`config.mk`:
```
export PLATFORM = sky130hd
export DESIGN_NAME = comp_arbiter
export DESIGN_NICKNAME = d
export VERILOG_FILES = /design/src/rtl/comp_arbiter.sv
export SDC_FILE = /design/constraint.sdc
export NUM_CORES = 1
export LEC_CHECK = 0
export ABC_AREA = 1
export BUFFER_PORTS_ARGS = -buffer_cell sky130_fd_sc_hd__buf_4
export CAP_MARGIN = 20
export CORE_MARGIN = 2
export CORE_UTILIZATION = 45
export CTS_BUF_LIST = sky130_fd_sc_hd__clkbuf_2
export DETAILED_ROUTE_END_ITERATION = 12
export PLACE_DENSITY = 0.75
export RECOVER_POWER = 25
export SYNTH_ARGS = -nofsm -noshare
export SYNTH_HDL_FRONTEND = slang
export SYNTH_SLANG_ARGS = --single-unit
```
`constraint.sdc`:
```
create_clock -name clk -period 2.8 [get_ports clk]
set_input_delay 0.42 -clock clk [delete_from_list [all_inputs] [get_ports clk]]
set_output_delay 0.42 -clock clk [all_outputs]
set_load 0.02 [all_outputs]
```
`src/rtl/comp_arbiter.sv`:
```
// Round-robin arbiter sharing one unsigned magnitude comparator between NREQ requesters.
// Operands are latched at grant; the tagged result is returned over a valid/ready handshake.
module comp_arbiter #(
  parameter int unsigned N    = 32,
  parameter int unsigned NREQ = 4,
  localparam int unsigned IDW = $clog2(NREQ)
) (
  input  logic              clk,
  input  logic              rst_n,
  input  logic [NREQ-1:0]   req,
  input  logic [NREQ*N-1:0] a_flat,
  input  logic [NREQ*N-1:0] b_flat,
  output logic [NREQ-1:0]   gnt,
  output logic              busy,
  output logic              rsp_valid,
  input  logic              rsp_ready,
  output logic [IDW-1:0]    rsp_id,
  output logic              rsp_gt,
  output logic              rsp_lt,
  output logic              rsp_eq
);

  typedef enum logic [1:0] {StIdle, StCmp, StResp} state_e;

  state_e          state_q, state_d;
  logic [IDW-1:0]  rr_ptr_q, rr_ptr_d;
  logic [N-1:0]    op_a_q, op_a_d;
  logic [N-1:0]    op_b_q, op_b_d;
  logic [IDW-1:0]  id_q, id_d;
  logic [NREQ-1:0] gnt_q, gnt_d;
  logic            rsp_valid_q, rsp_valid_d;
  logic [IDW-1:0]  rsp_id_q, rsp_id_d;
  logic            rsp_gt_q, rsp_gt_d;
  logic            rsp_lt_q, rsp_lt_d;
  logic            rsp_eq_q, rsp_eq_d;

  logic            req_found;
  logic [IDW-1:0]  win_id;
  logic [IDW-1:0]  scan_id;
  logic [IDW-1:0]  win_next;

  // First set request bit scanning upward from rr_ptr, wrapping at NREQ-1.
  always_comb begin
    req_found = 1'b0;
    win_id    = '0;
    scan_id   = '0;
    for (int unsigned i = 0; i < NREQ; i++) begin
      scan_id = IDW'((32'(rr_ptr_q) + i) % NREQ);
      if (!req_found && req[scan_id]) begin
        req_found = 1'b1;
        win_id    = scan_id;
      end
    end
  end

  assign win_next = (win_id == IDW'(NREQ - 1)) ? '0 : win_id + IDW'(1);

  always_comb begin
    state_d     = state_q;
    rr_ptr_d    = rr_ptr_q;
    op_a_d      = op_a_q;
    op_b_d      = op_b_q;
    id_d        = id_q;
    gnt_d       = '0;
    rsp_valid_d = rsp_valid_q;
    rsp_id_d    = rsp_id_q;
    rsp_gt_d    = rsp_gt_q;
    rsp_lt_d    = rsp_lt_q;
    rsp_eq_d    = rsp_eq_q;
    unique case (state_q)
      StIdle: begin
        if (req_found) begin
          op_a_d   = a_flat[32'(win_id) * N +: N];
          op_b_d   = b_flat[32'(win_id) * N +: N];
          id_d     = win_id;
          gnt_d    = NREQ'(1) << win_id;
          rr_ptr_d = win_next;
          state_d  = StCmp;
        end
      end
      StCmp: begin
        rsp_gt_d    = op_a_q > op_b_q;
        rsp_lt_d    = op_a_q < op_b_q;
        rsp_eq_d    = op_a_q == op_b_q;
        rsp_id_d    = id_q;
        rsp_valid_d = 1'b1;
        state_d     = StResp;
      end
      StResp: begin
        if (rsp_ready) begin
          rsp_valid_d = 1'b0;
          rsp_gt_d    = 1'b0;
          rsp_lt_d    = 1'b0;
          rsp_eq_d    = 1'b0;
          state_d     = StIdle;
        end
      end
      default: state_d = StIdle;
    endcase
  end

  always_ff @(posedge clk or negedge rst_n) begin
    if (!rst_n) begin
      state_q     <= StIdle;
      rr_ptr_q    <= '0;
      op_a_q      <= '0;
      op_b_q      <= '0;
      id_q        <= '0;
      gnt_q       <= '0;
      rsp_valid_q <= 1'b0;
      rsp_id_q    <= '0;
      rsp_gt_q    <= 1'b0;
      rsp_lt_q    <= 1'b0;
      rsp_eq_q    <= 1'b0;
    end else begin
      state_q     <= state_d;
      rr_ptr_q    <= rr_ptr_d;
      op_a_q      <= op_a_d;
      op_b_q      <= op_b_d;
      id_q        <= id_d;
      gnt_q       <= gnt_d;
      rsp_valid_q <= rsp_valid_d;
      rsp_id_q    <= rsp_id_d;
      rsp_gt_q    <= rsp_gt_d;
      rsp_lt_q    <= rsp_lt_d;
      rsp_eq_q    <= rsp_eq_d;
    end
  end

  assign gnt       = gnt_q;
  assign busy      = (state_q != StIdle);
  assign rsp_valid = rsp_valid_q;
  assign rsp_id    = rsp_id_q;
  assign rsp_gt    = rsp_gt_q;
  assign rsp_lt    = rsp_lt_q;
  assign rsp_eq    = rsp_eq_q;

endmodule

```
# Word-level counts from Yosys, hierarchy flattened
# Cells that the tools add are included.
# word_totals
regBits	80
latchBits	0
ramBits	0
mem_bits_ro	0
inputBits	263
out_inout_bits	11
word_cells	69
memories	0
# op_classes
add_sub_neg	4
n_mul	0
n_div	0
magnitude_cmp	6
eq_ne	6
shifts	3
muxes	27
n_bitwise	0
reduce_logical	12
# ops
operator	n
$shiftx 128x8->32	2
$eq 32x32->1	1
$gt 32x32->1	1
$lt 32x32->1	1
$mux 2	7
$lt 2x3->1 const B	4
$mux 1	9
$bmux 1 s2	4
$mux 4	2
$pmux 1 s2	4
$pmux 2 s3	1
$reduce_and 2->1	3
$add 2x1->2 const B	2
$add 2x2->2 const B	2
$eq 2x2->1 const B	2
$ne 2x2->1 const B	2
$reduce_bool 2->1	2
$shl 1x2->4 const A	1
$logic_and 1x1->1	3
$logic_not 1->1	3
$eq 2x1->1 const B	1
$logic_not 2->1	1

# Depth between registers and ports, before layout
# Gate-level depths: netlist (run 1).
# logic_depth
ltp_word	15
ltp_mapped	17

# Worst setup path after synthesis (run 1)
# OpenSTA, ideal clock, no wires.
# synth_timing
path_kind	register to register
start	register rr_ptr_q[0]
end	register rr_ptr_q[1]
arrival_time_ns	1.921
t_required_ns	2.674
setup_slack_ns	0.753
path_stages_with_launch	15
path_buffers	3
period_less_slack_ns	2.047
path_cell_list	dfrtp_1 -> inv_2 -> buf_4 -> nand2_1 -> nand3_1 -> nand2_1 -> nor2_4 -> nand3_2 -> nand3_2 -> inv_2 -> buf_4 -> buf_2 -> ha_1 -> nand2_1 -> o21ai_0
# synth_between
elab_chain_cells	14
elab_cells_between_ends	29
# synth_rtl
element	line_no	rtl
start: declaration	26	logic [IDW-1:0] rr_ptr_q, rr_ptr_d;
start signal: assignment	117	rr_ptr_q <= rr_ptr_d;
branches (longest 11 deep; another with $add 2x1->2)	--	
$mux 2 *	49	if (!req_found && req[scan_id]) begin
via win_id[0]	38	logic [IDW-1:0] win_id;
$add 2x1->2 or $eq 2x2->1 (tied branches)	56	assign win_next = (win_id == IDW'(NREQ - 1)) ? '0 : win_id + IDW'(1);
$mux 2 *	56	
via win_next[1]	40	logic [IDW-1:0] win_next;
# Mark *: on every way through the listed nets, which the timed path passes. The select of a mux whose other input is x is not followed.
# A chain may end at the register's enable or synchronous reset.

# Worst setup path after layout (run 1)
# layout_timing
start	register rr_ptr_q[0]
end	register op_a_q[8]
# layout_between
elab_chain_cells	13
elab_cells_between_ends	27
# layout_rtl
element	line_no	rtl
branches (longest 13 deep; another with $add 2x1->2)	--	
end signal: assignment	118	op_a_q <= op_a_d;
end: declaration	27	logic [N-1:0] op_a_q, op_a_d;
# Parallel ways; which one is timed is not known. The select of a mux whose other input is x is not followed.

==> impl_metrics.py, run 1 <==
metrics = {
    "finish": {
        "diodes": 0,
        "fillers": 1500,
        "regArea_sq_mm": 0.002002,
        "final_cell_mix": "nand2_1 (556), buf_4 (281), inv_1 (164)",
        "area_growth_syn_to_layout_pct": 32.32,
        "drive_above_1_share_pct": 22.72,
        "final_nets": 1721,
        "multi_input_area_sq_mm": 0.003924,
        "final_common_cell": "nand2_1",
        "post_layout_nonfiller_instances": 1614,
    },
    "synth": {
        "yosys_warnings": 0,
        "synth-edff-count": 0,
        "post_synth_instance_area_sq_mm": 0.006872,
        "synth.distinct_cells": 30,
        "yosysTopAreaCell": "nand2_1",
        "avgSynthCellArea_sq_um": 5.828,
        "synth_nets": 1478,
        "yosys_most_used_dff": "dfrtp_1",
        "ys_seq_area_share_pct": 29.13,
        "synth_top_area_share_pct": 30.43,
        "postSynthCellCount": 1179,
        "synth.area.top_cells": "nand2_1 (30%), dfrtp_1 (29%), inv_1 (9.0%)",
        "ys_seq_elements": 80,
        "synthArstFlopShare_pct": 100.0,
    },
    "drt": {
        "wl_per_cell_microns": 12.75,
        "drc": 0,
        "vias": 7517,
        "drt_iter0_drc": 395,
        "routed_wl_microns": 20580,
        "first_pass_iters": 5,
        "viasPerCell": 4.657,
        "ant_nets": 0,
    },
    "placed_design": {
        "dp_hpwl_microns": 15900,
        "dp.cells": 1596,
        "portBuffers": 273,
        "gp_congestion": 0.8144,
    },
    "clocking": {
        "post_cts_buffers": 0,
        "cts_buffer_depth": 2,
        "cts_root_buffer": "clkbuf_2",
        "cts_tree": "done",
        "insertion_delay_ns": 0.55,
        "cts-htree-levels": 3,
        "clkTransAtPathRegs_ns": 0.25,
        "cts_buffers": 9,
        "clkSinkCount": 80,
    },
    "sta": {
        "period_minus_slack_ns": 2.528,
        "rsz0062_at_grt": "false",
        "slew_violations": 30,
        "setup_tns_ns": 0,
        "timing.final.crit_share_pct": 90.28,
        "fmax_mhz": 395.6,
        "finClkSkew_ns": 0.04128,
        "relSlewSlack_pct": -4.860,
        "finalHoldViolations": 0,
        "finalSetupViolCount": 0,
        "worstMarginPinSlew_ns": 1.573,
    },
    "pwr": {
        "power_density_mw_per_mm2": 1263,
        "power_leakage_nw": 5.734,
        "ir_worst_vdd_mv": 1.578,
    },
    "critical_path": {
        "crit_path_end_kind": "flip-flop",
        "slowest_stage": "dfrtp_1",
        "timing.rr.start": "rr_ptr_q[0]",
        "crit_family": "simple AND/OR/NAND/NOR gates",
        "crit_required_ns": 3.26,
        "reg2reg_depth": 14,
        "crit_chain": "inv_2 > nand2_1 > nand2_2 > nand2_1 > nand2_1 > nor2_4 > nand3_1 > nand3_1 > nand2_2 > nor2_4 > buf_12 > nand2_1 > nand2_1 > nor2_1",
        "worst-path-buf-inv": 2,
        "r2r_slack_ns": 0.27,
        "r2r_end": "op_a_q[8]",
        "path_common_cell": "nand2_1",
        "max_stage_delay_ns": 0.61,
        "worst_ep_arrival_time_ns": 2.99,
        "path_max_fanout": 30,
        "start_kind": "flip-flop",
        "path_class": "flip-flop to flip-flop",
    },
    "floorplanning": {
        "dieArea_sq_mm": 0.01627,
        "die_y_microns": 127.6,
        "die_w_microns": 127.6,
        "core_area_sq_mm": 0.01503,
        "pin_count": 274,
        "initial_core_util_pct": 45.71,
        "core.rowCount": 45,
    },
    "global_route": {
        "grt_max_degree": 81,
        "grt.total_usage_pct": 25.09,
        "grt_pass1_vias": 6877,
        "antenna_found_initial": 0,
        "grt_pass1_wl_microns": 32770,
        "grt.overflow.total": 0,
    },
    "flow_run": {
        "drv_cap": 1,
    },
    "min_path": {
        "min_to": "op_a_q[14]",
        "hp-start": "a_flat[46]",
        "holdCritPathClass": "primary input to flip-flop",
        "holdPathStages": 5,
    },
    "outcome": {
        "status": "finished, violations left",
        "violations": "max-capacitance violations, max-slew violations",
    },
}
-- metrics by stage --
stage	power [mW]	util [%]	worst slack (ns)	hold WS, ns	instance area (sq um)
after floorplan	8.850	-	0.7529	0.1244	6872
after global placement	10.79	59.59	0.3547	0.4556	8959
after detailed placement	10.91	59.59	0.2554	0.4616	8959
after CTS	11.49	60.19	0.2033	0.008999	9049
after global routing	12.91	60.48	0.01663	0.1406	9092
final	11.48	60.48	0.2721	0.1573	9092
-- logic make-up (layout without fill, tap and decap cells) --
group	Yosys count	in the layout	share of synthesized area (%)
flops	80	80	29.13
fa+ha+maj	36	36	6.555
buf+inv	226	473	14.35
simple gates	800	800	47.05
compound gates	37	37	2.913
-- flip-flops by register name (all words and copies together), names as in the netlist --
name / cells
rsp_eq: 1
op_b_q: 32
op_a_q: 32
rsp_gt: 1
rsp_id: 2
rr_ptr_q: 2
gnt: 4
state_q: 2
rsp_lt: 1
id_q: 2
rsp_valid: 1
-- how the worst max path moves through the flow --
stage / startpoint / end / slack, ns / cells past startpoint
after floorplan: rr_ptr_q[0] / rr_ptr_q[1] / 0.75 / 14
after global placement: rr_ptr_q[0] / op_b_q[7] / 0.35 / 12
after detailed placement: rr_ptr_q[0] / op_b_q[27] / 0.26 / 12
after CTS: rr_ptr_q[0] / op_b_q[7] / 0.20 / 12
after global routing: rr_ptr_q[0] / op_b_q[12] / 0.02 / 14
final: rr_ptr_q[0] / op_a_q[8] / 0.27 / 14
-- worst register-to-register path, cell delays in order (launching register included) --
cell and delay (ns):
dfrtp_1 0.61, inv_2 0.17, nand2_1 0.11, nand2_2 0.07, nand2_1 0.08, nand2_1 0.08, nor2_4 0.12, nand3_1 0.08
nand3_1 0.16, nand2_2 0.19, nor2_4 0.31, buf_12 0.23, nand2_1 0.11, nand2_1 0.06, nor2_1 0.04
-- routing by layer --
layer	vias up	track usage, %	wire length, microns
met5	-	0	0
met4	0	5.753	243
met3	15	3.434	1163
met2	222	44.51	9980
met1	3295	32.50	9197
li1	3985	-	-
-- cell usage after synthesis (2+ instances only) --
| cell | count |
|---|---|
| buf_4 | 17 |
| nand2_4 | 3 |
| a21oi_1 | 17 |
| o21a_1 | 2 |
| nor2_1 | 118 |
| o21ai_0 | 14 |
| or2_1 | 10 |
| dfrtp_1 | 80 |
| buf_6 | 5 |
| inv_2 | 6 |
| inv_1 | 164 |
| nand2_2 | 2 |
| or2_2 | 7 |
| ha_1 | 36 |
| nand2_1 | 557 |
| nand3_2 | 2 |
| nand4_1 | 3 |
| nand3_1 | 87 |
| or2_0 | 5 |
| clkbuf_1 | 5 |
| buf_2 | 29 |
| nor3_1 | 2 |
-- report_power, final --
group          switching, mW  leakage, nW  total [mW]  internal, mW
registers              0.365        0.917        2.13          1.77
logic                   5.83         4.77        8.81          2.98
clock network          0.430       0.0504       0.543         0.114
-- cell type report --
type / count / share of cell area, %
Multi-Input combinational cell: 873 / 43.15
Timing Repair Buffer: 288 / 24.21
Sequential cell: 80 / 22.02
Inverter: 170 / 7.046
Tap cell: 188 / 2.587
Clock buffer: 9 / 0.4954
Clock inverter: 6 / 0.4954
-- what timing repair did --
| action | 4_1_cts | 5_1_grt |
|---|---|---|
| hold buffers | 0 | 2 |
| setup endpoints to repair | 0 | 53 |
| hold endpoints to repair | 0 | 29 |
| gates resized for setup | 0 | 4 |
No activity file was read; power rests on OpenSTA's default activity.
==> run 2: changes to the inputs <==
- CTS_BUF_LIST: sky130_fd_sc_hd__clkbuf_2 -> sky130_fd_sc_hd__clkbuf_8
==> run 2 against run 1 <==
Compared with the run above: the run still ends with max-capacitance violations, max-slew violations left; register-to-register slack improved by 0.04 ns; non-clock buffer count down 1; core utilization is 0.59 points higher; power up 1.9%; maximum frequency grew 1.5%; clock skew is 0.026 ns lower; combinational power hardly changed; largest power group unchanged.
==> impl_metrics.py, run 2 (same netlist as run 1, synthesis figures left out) <==
metrics = {
    "clocking": {
        "cts_root_buffer": "clkbuf_8",
        "clkSinkCount": 80,
        "cts-htree-levels": 3,
        "post_cts_buffers": 0,
        "cts_buffer_depth": 2,
        "cts_tree": "done",
        "insertion_delay_ns": 0.36,
        "clkTransAtPathRegs_ns": 0.09,
        "cts_buffers": 9,
    },
    "global_route": {
        "grt.total_usage_pct": 25.15,
        "grt_pass1_wl_microns": 32780,
        "antenna_found_initial": 0,
        "grt_max_degree": 81,
        "grt_pass1_vias": 6902,
        "grt.overflow.total": 0,
    },
    "placed_design": {
        "dp_hpwl_microns": 15900,
        "portBuffers": 273,
        "gp_congestion": 0.8144,
    },
    "sta": {
        "timing.final.crit_share_pct": 88.91,
        "finClkSkew_ns": 0.01520,
        "period_minus_slack_ns": 2.490,
        "slew_violations": 29,
        "setup_tns_ns": 0,
        "finalSetupViolCount": 0,
        "rsz0062_at_grt": "false",
        "relSlewSlack_pct": -13.81,
        "finalHoldViolations": 0,
        "worstMarginPinSlew_ns": 1.707,
        "fmax_mhz": 401.7,
    },
    "floorplanning": {
        "core_area_sq_mm": 0.01503,
        "pin_count": 274,
        "die_y_microns": 127.6,
        "die_w_microns": 127.6,
        "core.rowCount": 45,
        "initial_core_util_pct": 45.71,
        "dieArea_sq_mm": 0.01627,
    },
    "pwr": {
        "power_leakage_nw": 5.765,
        "p_total_mw": 11.70,
        "combPwrFrac_pct": 75.2,
        "switching_power_mw": 6.618,
        "intPower_mw": 5.084,
        "swShare_pct": 56.55,
        "power_density_mw_per_mm2": 1275,
        "p_seq_share_pct": 18.2,
        "clock_power_share_pct": 6.5,
        "ir_worst_vdd_mv": 1.577,
    },
    "drt": {
        "routed_wl_microns": 20550,
        "vias": 7534,
        "drc": 0,
        "wl_per_cell_microns": 12.74,
        "first_pass_iters": 5,
        "ant_nets": 0,
        "drt_iter0_drc": 442,
        "viasPerCell": 4.671,
    },
    "finish": {
        "final_cell_mix": "nand2_1 (556), buf_4 (281), inv_1 (164)",
        "drive_above_1_share_pct": 22.74,
        "diodes": 0,
        "final_nets": 1720,
        "area_growth_syn_to_layout_pct": 33.61,
        "final_common_cell": "nand2_1",
    },
    "min_path": {
        "holdCritPathClass": "primary input to flip-flop",
    },
    "outcome": {
        "status": "finished, violations left",
        "violations": "max-capacitance violations, max-slew violations",
    },
    "critical_path": {
        "path_class": "flip-flop to flip-flop",
        "path_max_fanout": 30,
        "crit_required_ns": 3.05,
        "worst_ep_arrival_time_ns": 2.74,
        "start_kind": "flip-flop",
        "crit_path_end_kind": "flip-flop",
    },
    "flow_run": {
        "drv_cap": 1,
    },
}
[run 2: repair_timing]
action,CTS,global route
hold endpoints to repair,0,12
resized for setup,0,4
setup endpoints to repair,0,53
hold buffers,0,1
[run 2: worst max-delay path: stages, from the launching register on]
cell     delay, ns
dfrtp_1       0.56
inv_2         0.17
nand2_1       0.11
nand2_2       0.07
nand2_1       0.08
nand2_1       0.08
nor2_4        0.12
nand3_1       0.08
nand3_1       0.16
nand2_2       0.19
nor2_4        0.31
buf_12        0.23
nand2_1       0.09
nand2_1       0.06
nor2_1        0.04
[run 2: through the flow]
stage | worst slack, ns | util, % | cells | instance area, sq um | hold WS, ns
2_1_floorplan | 0.7529 | - | 1179 | 6872 | 0.1244
3_3_place_gp | 0.3547 | 59.59 | 1596 | 8959 | 0.4556
3_5_place_dp | 0.2554 | 59.59 | 1596 | 8959 | 0.4616
4_1_cts | 0.2342 | 60.72 | 1611 | 9128 | 0.2449
5_1_grt | 0.04843 | 61.07 | 1613 | 9181 | 0.2469
6_report | 0.3105 | 61.07 | 1613 | 9181 | 0.2539
[run 2: layer usage]
layer,global-route usage [%],vias up,routed length (microns)
met2,44.51,227,9908
met1,32.47,3307,9124
li1,-,3981,-
met5,0,-,0
met4,6.464,0,304
met3,3.266,19,1216
[run 2: path summary, 6_finish.rpt]
check / startpoint / to / slack, ns / depth (start not counted)
min in group asynchronous: rst_n / rr_ptr_q[0] / 1.04 / 2
worst min-delay path: rsp_ready / state_q[1] / 0.25 / 2
worst max-delay path: rr_ptr_q[0] / op_a_q[8] / 0.31 / 14
worst min register to register: rsp_valid / rsp_valid / 0.48 / 2
worst max register to register: rr_ptr_q[0] / op_a_q[8] / 0.31 / 14
max in group asynchronous: rst_n / op_a_q[29] / 0.77 / 2
[run 2: power groups by stage]
stage	clock network [mW]	registers (mW)	logic [mW]
floorplan	0	2.03	6.82
global placement	0	2.15	8.65
detailed placement	0	2.15	8.76
CTS	0.779	2.13	8.82
global route	0.829	2.18	10.1
finish	0.766	2.14	8.80
[run 2: cell type report]
type | instances | area, sq um
clock inverter | 6 | 45.04
inverter | 170 | 640.6
fill | 1482 | 5852
multi-input combinational | 873 | 3924
clock buffer | 9 | 123.9
timing repair buffer | 287 | 2211
sequential | 80 | 2002
tap | 188 | 235.2
==> run 3: changes to the inputs <==
- CTS_CLUSTER_DIAMETER: unset -> 120
- PLACE_DENSITY: 0.75 -> 0.71
==> run 3 against run 2 <==
Compared with the run above: the flow still finishes with violations (max-capacitance violations, max-slew violations); combinational power grew 0.6%; register-to-register slack is essentially flat; critical path depth shrank 1; power grew 0.72%; count of clock-buffer cells in the layout grew 2; maximum frequency grew 0.57%; wire length grew 3.8%; design area is essentially flat; global-route usage grew 1.2 points; via count grew 0.45%; sequential share of layout area is essentially flat; critical path type unchanged; largest cell class unchanged; largest power group unchanged.
==> impl_metrics.py, run 3 (same netlist as run 1, synthesis figures left out) <==
metrics = {
    "outcome": {
        "status": "finished, violations left",
        "violations": "max-capacitance violations, max-slew violations",
    },
    "sta": {
        "timing.final.crit_share_pct": 88.40,
        "worstMarginPinSlew_ns": 1.688,
        "period_minus_slack_ns": 2.475,
        "worst_slack_ns": 0.3247,
        "finalSetupViolCount": 0,
        "finClkSkew_ns": 0.007063,
        "rsz0062_at_grt": "false",
        "finalHoldViolations": 0,
        "slew_violations": 28,
        "relSlewSlack_pct": -12.50,
        "setup_tns_ns": 0,
        "fmax_mhz": 404.0,
    },
    "floorplanning": {
        "die_w_microns": 127.6,
        "pin_count": 274,
        "dieArea_sq_mm": 0.01627,
        "core_area_sq_mm": 0.01503,
        "core.rowCount": 45,
        "die_y_microns": 127.6,
        "initial_core_util_pct": 45.71,
    },
    "finish": {
        "final_cell_area_sq_mm": 0.009175,
        "diodes": 0,
        "post_layout_nonfiller_instances": 1612,
        "final_nets": 1718,
        "drive_above_1_share_pct": 22.61,
        "utilization_pct": 61.03,
        "final_cell_mix": "nand2_1 (556), buf_4 (279), inv_1 (165)",
        "fillers": 1561,
        "final_common_cell": "nand2_1",
        "area_growth_syn_to_layout_pct": 33.52,
    },
    "pwr": {
        "clock_power_share_pct": 6.9,
        "swShare_pct": 56.69,
        "power_leakage_nw": 5.778,
        "combPwrFrac_pct": 75.1,
        "intPower_mw": 5.104,
        "power_density_mw_per_mm2": 1285,
        "switching_power_mw": 6.682,
        "p_seq_share_pct": 18.0,
        "ir_worst_vdd_mv": 1.162,
    },
    "drt": {
        "routed_wl_microns": 21340,
        "viasPerCell": 4.695,
        "wl_per_cell_microns": 13.24,
        "drc": 0,
        "first_pass_iters": 4,
        "vias": 7568,
        "ant_nets": 0,
        "drt_iter0_drc": 330,
    },
    "critical_path": {
        "timing.rr.start": "rr_ptr_q[0]",
        "crit_required_ns": 3.05,
        "crit_family": "simple AND/OR/NAND/NOR gates",
        "start_kind": "flip-flop",
        "max_stage_delay_ns": 0.63,
        "cp-startpoint": "rr_ptr_q[0]",
        "crit_chain": "inv_2 > nand2_1 > nand2_2 > nand2_1 > nand2_1 > nor2_4 > nand3_2 > buf_4 > nand3_1 > nand2_1 > nand2_1 > nand2_1 > nor2_1",
        "path_class": "flip-flop to flip-flop",
        "path_common_cell": "nand2_1",
        "crit_path_end_kind": "flip-flop",
        "path_max_fanout": 64,
        "slowest_stage": "buf_4",
        "worst-path-buf-inv": 2,
        "worst_ep_arrival_time_ns": 2.73,
    },
    "global_route": {
        "grt_max_degree": 131,
        "grt.total_usage_pct": 26.36,
        "antenna_found_initial": 0,
        "grt_pass1_wl_microns": 34180,
        "grt_pass1_vias": 7050,
        "grt.overflow.total": 0,
    },
    "clocking": {
        "insertion_delay_ns": 0.36,
        "cts_buffer_depth": 2,
        "cts_tree": "done",
        "clkSinkCount": 80,
        "clkTransAtPathRegs_ns": 0.08,
        "post_cts_buffers": 0,
        "cts_root_buffer": "clkbuf_8",
        "cts-htree-levels": 3,
        "cts_buffers": 9,
    },
    "placed_design": {
        "dp_hpwl_microns": 15770,
        "gp_congestion": 0.8151,
        "placed_area_sq_mm": 0.008944,
        "dp.cells": 1594,
        "portBuffers": 273,
        "preCtsSetupSlack_ns": 0.2654,
    },
    "min_path": {
        "holdCritPathClass": "primary input to flip-flop",
        "hp-start": "rsp_ready",
    },
    "flow_run": {
        "drv_cap": 1,
    },
}
==> run 3: cell types whose count changed in the layout (fill, tap and decap cells not counted), sizes merged <==
cell and change:
buf -2, clkbuf +2, clkinvlp -1
==> run 3: path summary, 6_finish.rpt <==
kind | end | slack [ns] | cells past startpoint
max in group asynchronous | op_b_q[9] | 0.77 | 3
max | op_b_q[0] | 0.32 | 13
min reg2reg | rsp_valid | 0.50 | 2
max reg2reg | op_b_q[0] | 0.32 | 13
min in group asynchronous | state_q[1] | 1.03 | 2
min | state_q[1] | 0.25 | 2
==> run 3: routing by layer <==
layer  track usage, %  vias to the layer above  routed length [microns]
li1                 -                     3974                        -
met1            34.69                     3336                     9807
met2            45.14                      236                    10010
met3            4.858                       22                     1220
met4            6.076                        0                      301
met5                0                        -                        0
==> run 3: stage by stage <==
stage	total power, mW	hold WS, ns
after global placement	10.85	0.4626
after floorplan	8.850	0.1244
final	11.79	0.2540
after detailed placement	10.97	0.4812
after global routing	13.22	0.2568
after CTS	11.81	0.2478
==> run 3: power by group through the flow <==
stage | combinational [mW] | clock (mW) | sequential [mW]
after CTS | 8.87 | 0.823 | 2.12
final | 8.85 | 0.811 | 2.12
after detailed placement | 8.83 | 0 | 2.14
after global routing | 10.2 | 0.878 | 2.16
after global placement | 8.72 | 0 | 2.14
after floorplan | 6.82 | 0 | 2.03
==> run 3: final cells by class <==
| type | instances | area (sq um) | area share (%) |
|---|---|---|---|
| flip-flops and latches | 80 | 2002 | 21.82 |
| well taps | 188 | 235.2 | 2.564 |
| clock inverters | 5 | 32.53 | 0.3546 |
| clock buffers | 11 | 151.4 | 1.650 |
| inverters | 170 | 643.1 | 7.009 |
| multi-input cells | 873 | 3915 | 42.67 |
| repair buffers | 285 | 2196 | 23.93 |
==> run 3: repair_timing <==
| item | in CTS | in global routing |
|---|---|---|
| endpoints found under the setup margin | 0 | 2 |
| resized for setup | 0 | 5 |
| hold endpoints to repair | 0 | 19 |
| hold buffers | 0 | 1 |
